==> config.mk <==
export PLATFORM = sky130hd
export DESIGN_NAME = or3_selftest_ctrl
export DESIGN_NICKNAME = d
export VERILOG_FILES = /design/src/rtl/or3_bist_pkg.sv /design/src/rtl/bit_sync.sv /design/src/rtl/or3_selftest_ctrl.sv
export SDC_FILE = /design/constraint.sdc
export NUM_CORES = 1
export LEC_CHECK = 0
export BUFFER_PORTS_ARGS = -buffer_cell sky130_fd_sc_hd__buf_2
export CAP_MARGIN = 20
export CORE_MARGIN = 3
export CORE_UTILIZATION = 35
export DETAILED_ROUTE_END_ITERATION = 6
export SYNTH_ARGS = -nofsm -noshare
export SYNTH_HDL_FRONTEND = slang
export SYNTH_SLANG_ARGS = --single-unit
==> constraint.sdc <==
create_clock -name clk -period 2.5 [get_ports clk]
set_input_delay 0.25 -clock clk [delete_from_list [all_inputs] [get_ports clk]]
set_output_delay 0.25 -clock clk [all_outputs]
set_load 0.02 [all_outputs]
==> src/rtl/or3_bist_pkg.sv <==
// Shared definitions for the 3-input OR gate self-test sequencer.
//   - bist_state_e : sequencer FSM states
//   - PAT_W/NUM_PAT: pattern counter width and number of input patterns
//   - or3_expected : golden response of a healthy OR3 gate
package or3_bist_pkg;

  localparam int unsigned PAT_W   = 3;
  localparam int unsigned NUM_PAT = 8;

  typedef enum logic [1:0] {
    StIdle,
    StSettle,
    StCheck,
    StDone
  } bist_state_e;

  function automatic logic or3_expected(input logic [PAT_W-1:0] pattern);
    return |pattern;
  endfunction

endpackage

==> src/rtl/bit_sync.sv <==
// Multi-stage flip-flop synchronizer for a single asynchronous bit.
// Ports:
//   clk_i  - destination clock
//   rst_ni - asynchronous active-low reset, chain clears to 0
//   d_i    - asynchronous input bit
//   q_o    - synchronized output (last stage)
module bit_sync #(
  parameter int unsigned Stages = 2
) (
  input  logic clk_i,
  input  logic rst_ni,
  input  logic d_i,
  output logic q_o
);

  logic [Stages-1:0] sync_q, sync_d;

  always_comb begin
    sync_d = {sync_q[Stages-2:0], d_i};
  end

  always_ff @(posedge clk_i or negedge rst_ni) begin
    if (!rst_ni) begin
      sync_q <= '0;
    end else begin
      sync_q <= sync_d;
    end
  end

  assign q_o = sync_q[Stages-1];

endmodule

==> src/rtl/or3_selftest_ctrl.sv <==
// Built-in self-test sequencer for a 3-input OR gate. Steps through all eight
// input patterns, holds each for SETTLE_CYCLES, samples the synchronized gate
// output and records mismatches.
// Ports:
//   clk, rst_n - clock and asynchronous active-low reset
//   start      - begin a run (ignored while busy or with abort)
//   abort      - stop a run in progress, partial results are kept
//   abc_o      - pattern to the gate {a, b, c}
//   y_i        - gate output, asynchronous to clk
//   busy, done, pass, err_count, fail_vec - registered status/results
module or3_selftest_ctrl
  import or3_bist_pkg::*;
#(
  parameter int unsigned SETTLE_CYCLES = 4,
  parameter int unsigned SYNC_STAGES   = 2
) (
  input  logic               clk,
  input  logic               rst_n,
  input  logic               start,
  input  logic               abort,
  output logic [PAT_W-1:0]   abc_o,
  input  logic               y_i,
  output logic               busy,
  output logic               done,
  output logic               pass,
  output logic [3:0]         err_count,
  output logic [NUM_PAT-1:0] fail_vec
);

  localparam logic [3:0]       WaitReload = 4'(SETTLE_CYCLES - 1);
  localparam logic [PAT_W-1:0] LastPat    = PAT_W'(NUM_PAT - 1);

  logic y_sync;

  bit_sync #(
    .Stages(SYNC_STAGES)
  ) u_y_sync (
    .clk_i (clk),
    .rst_ni(rst_n),
    .d_i   (y_i),
    .q_o   (y_sync)
  );

  bist_state_e        state_q, state_d;
  logic [PAT_W-1:0]   pat_q, pat_d;
  logic [3:0]         wait_q, wait_d;
  logic [PAT_W-1:0]   abc_q, abc_d;
  logic               busy_q, busy_d;
  logic               done_q, done_d;
  logic               pass_q, pass_d;
  logic [3:0]         err_q, err_d;
  logic [NUM_PAT-1:0] fail_q, fail_d;
  logic               mismatch;

  always_comb begin
    state_d  = state_q;
    pat_d    = pat_q;
    wait_d   = wait_q;
    abc_d    = abc_q;
    busy_d   = busy_q;
    done_d   = done_q;
    pass_d   = pass_q;
    err_d    = err_q;
    fail_d   = fail_q;
    mismatch = y_sync != or3_expected(pat_q);

    unique case (state_q)
      StIdle, StDone: begin
        if (start && !abort) begin
          state_d = StSettle;
          pat_d   = '0;
          abc_d   = '0;
          wait_d  = WaitReload;
          busy_d  = 1'b1;
          done_d  = 1'b0;
          pass_d  = 1'b0;
          err_d   = '0;
          fail_d  = '0;
        end
      end

      StSettle: begin
        if (abort) begin
          state_d = StIdle;
          busy_d  = 1'b0;
          done_d  = 1'b0;
          pass_d  = 1'b0;
          abc_d   = '0;
        end else if (wait_q == 4'd0) begin
          state_d = StCheck;
        end else begin
          wait_d = wait_q - 4'd1;
        end
      end

      StCheck: begin
        if (abort) begin
          // A mismatch seen in this cycle is dropped on purpose.
          state_d = StIdle;
          busy_d  = 1'b0;
          done_d  = 1'b0;
          pass_d  = 1'b0;
          abc_d   = '0;
        end else begin
          if (mismatch) begin
            err_d         = err_q + 4'd1;
            fail_d[pat_q] = 1'b1;
          end
          if (pat_q == LastPat) begin
            state_d = StDone;
            busy_d  = 1'b0;
            done_d  = 1'b1;
            pass_d  = (err_d == 4'd0);
            abc_d   = '0;
          end else begin
            state_d = StSettle;
            pat_d   = pat_q + 3'd1;
            abc_d   = pat_q + 3'd1;
            wait_d  = WaitReload;
          end
        end
      end

      default: state_d = StIdle;
    endcase
  end

  always_ff @(posedge clk or negedge rst_n) begin
    if (!rst_n) begin
      state_q <= StIdle;
      pat_q   <= '0;
      wait_q  <= '0;
      abc_q   <= '0;
      busy_q  <= 1'b0;
      done_q  <= 1'b0;
      pass_q  <= 1'b0;
      err_q   <= '0;
      fail_q  <= '0;
    end else begin
      state_q <= state_d;
      pat_q   <= pat_d;
      wait_q  <= wait_d;
      abc_q   <= abc_d;
      busy_q  <= busy_d;
      done_q  <= done_d;
      pass_q  <= pass_d;
      err_q   <= err_d;
      fail_q  <= fail_d;
    end
  end

  assign abc_o     = abc_q;
  assign busy      = busy_q;
  assign done      = done_q;
  assign pass      = pass_q;
  assign err_count = err_q;
  assign fail_vec  = fail_q;

endmodule
==> run metrics <==
cts hold-fix bufs 0; post-route ant nets 0; top-count cell post-synth dfrtp_1; Root Driver clkbuf_8; Tcrit/Tclk final 84.7%; first-pass GRT wire length 5640 microns; synth warn 0; Pins Over Slew Limit 0; vias per cell 5.41; met3 Use GR between 4 and 5%; Setup Skew 0.00358 ns; Worst-Skew Late Latency 0.28 ns; area leader, netlist dfrtp_1; HPWL after detailed placement 2390 microns; Initial Utilization 37.2%; drc violations 0; syn avg cell area 9.86 sq um; RSZ-0062 raised after global routing false; vias in the first global route between 1000 and 1500; leakage 0.885 nW; Starting DRT DRC Count 43; largest net degree at the start of global routing 30; H-tree Lvls 2; Die W ~70 microns; status finished, violations left; cells after synthesis around 150; # diodes 0; crit-path max FO 9; Routed WL 3270 microns; max_cap viols 0; layout cells sized above 1 between 20% and 30%; Slew Limit Headroom between 50% and 60%; worst hold path type input port to asynchronous set/reset pin; Fin. Hold Viols 12; die height 71.9 microns; DRT Pass-1 Iters 5; wire per inst 14.2 microns; Synth Register Bits 29; violated checks hold timing; post-layout minimum cycle time about 2.1 ns; layout overhead on the synthesized area 14.7%; CP arrival 2.28 ns; Setup TNS Final 0 ns; clock transition at the registers of the reported paths 0.06 ns; via count approximately 1200; GP Congestion slightly below 0.8; die area 5170 sq um; Post-synth EDFFs 0; GR Util met2 22.0%; grt total ovfl 0; GRT Overall Usage 14.1%; met1 Use GR a little under a fifth; P per Cell Area about 1000 nW/um^2; post_cts resized 0; minimum hold slack -0.00728 ns; most common flop cell mapped by yosys dfrtp_1; DP Worst Slack 0.390 ns; FP Rows 23; fmax around 0.47 GHz; Synth area leaders dfrtp_1 48%, ha_1 6.6%, nor2_1 4.9%, a21oi_1 4.6%, o21ai_0 3.0%; Longest Clk Path Bufs 2; mapped cell area 1520 sq um; Clock Sinks 29; Unique masters post-synth 35; post-synth top area share 47.8%; post-synthesis sequential area ratio between 40% and 50%; post-CTS setup buffer count 0; Final setup violation count 0; core footprint 4090 sq um; list of most frequent post-synthesis cells 29 x dfrtp_1, 20 x nor2_1, 14 x a21oi_1; # port buffers 22; initial antenna violation count 0; number of CTS-inserted buffers 5; CTS tree yes; I/O pins 23; setup ws final 0.383 ns; post-synthesis net count 167; crit start category flop; Async SR Flop Fraction 100%; critical path type flop to flop; CP required 2.66 ns; Layout Nets between 150 and 200; Critical Path End Type flop; worst vdd ir roughly 0.44 mV; busiest grt layer met2; Worst-Margin Slew 0.642 ns
==> layout by cell type, fill, tap and decap left out, drive strengths merged, types with 2 or more instances in the layout <==
cell	Yosys	layout
clkbuf	0	6
xor2	2	2
o21ai	11	11
nand2	12	12
o21a	3	3
o31ai	3	3
dfrtp	29	29
a31oi	4	4
nor2	20	20
nor3	2	2
inv	9	9
a21oi	14	14
clkinv	0	2
buf	4	22
ha	8	8
a211oi	3	3
nor2b	3	3
a22o	5	5
nand3	5	5
mux2	3	3
==> worst paths after layout <==
kind / from / slack [ns] / endpoint / cells after the start
hold / removal: rst_n / -0.007 / wait_q[3] / 1
min in group clk: y_i / 0.08 / u_y_sync.sync_q[0] / 1
setup reg to reg: pat_q[0] / 0.38 / wait_q[3] / 7
max in group asynchronous: rst_n / 2.08 / state_q[1] / 1
setup / recovery: pat_q[0] / 0.38 / wait_q[3] / 7
hold reg to reg: u_y_sync.sync_q[0] / 0.35 / u_y_sync.sync_q[1] / 0
==> per-layer routing <==
metal | wire length, microns | vias to the layer above | share of wire, %
met5 | 0 | - | 0
met4 | 33 | 0 | 1.0
met3 | 203 | 4 | 6.2
met2 | 1540 | 32 | 47
met1 | 1490 | 610 | 46
li1 | - | 598 | -
==> power breakdown <==
group | switching [mW] | internal, mW | total (mW)
Clock | 0.168 | 0.192 | 0.360
Sequential | 0.0857 | 0.561 | 0.647
Combinational | 0.514 | 0.275 | 0.789
==> registers in the layout, summed over array words and instances (netlist names) <==
| name | flops |
|---|---|
| u_y_sync.sync_q | 2 |
| abc_o | 3 |
| err_count | 4 |
| pass | 1 |
| busy | 1 |
| state_q | 2 |
| pat_q | 3 |
| wait_q | 4 |
| done | 1 |
| fail_vec | 8 |
==> kinds of logic (layout without fill, tap and decap cells) <==
logic type,after synthesis,after routing,synth area share [%]
AO/OA/AOI/OAI,49,49,21.5
XOR/XNOR,3,3,2.22
adder cells (fa/ha/maj),8,8,6.59
buffers and inverters,13,39,4.37
AND/OR/NAND/NOR,48,48,14.7
flip-flops,29,29,47.8
multiplexers,4,4,2.88
==> metrics by stage <==
stage	util (%)	cell area, sq um	hold WS, ns	cells	power, mW
after global placement	40.6	1660	0.313	222	1.41
after floorplan	-	1520	-0.0456	154	1.24
final	42.6	1740	-0.00728	230	1.80
after detailed placement	40.6	1660	0.323	222	1.44
after global routing	42.6	1740	0.0426	230	1.93
after CTS	42.6	1740	0.0174	230	1.81
==> critical path, cell delays in order (launching register included) <==
cell and delay [ns]:
dfrtp_1 0.50, ha_1 0.20, ha_1 0.32, o21ai_0 0.15, o21ai_1 0.30, nor2_1 0.08
mux2_2 0.28, a22o_1 0.17
==> final cells by class <==
type,instances,area (sq um)
Clock buffer,6,72.6
Clock inverter,2,10.0
Fill cell,419,2340
Inverter,9,33.8
Multi-Input combinational cell,112,727
Sequential cell,29,726
Tap cell,50,62.6
Timing Repair Buffer,22,110
(Power assumes the default switching activity.)
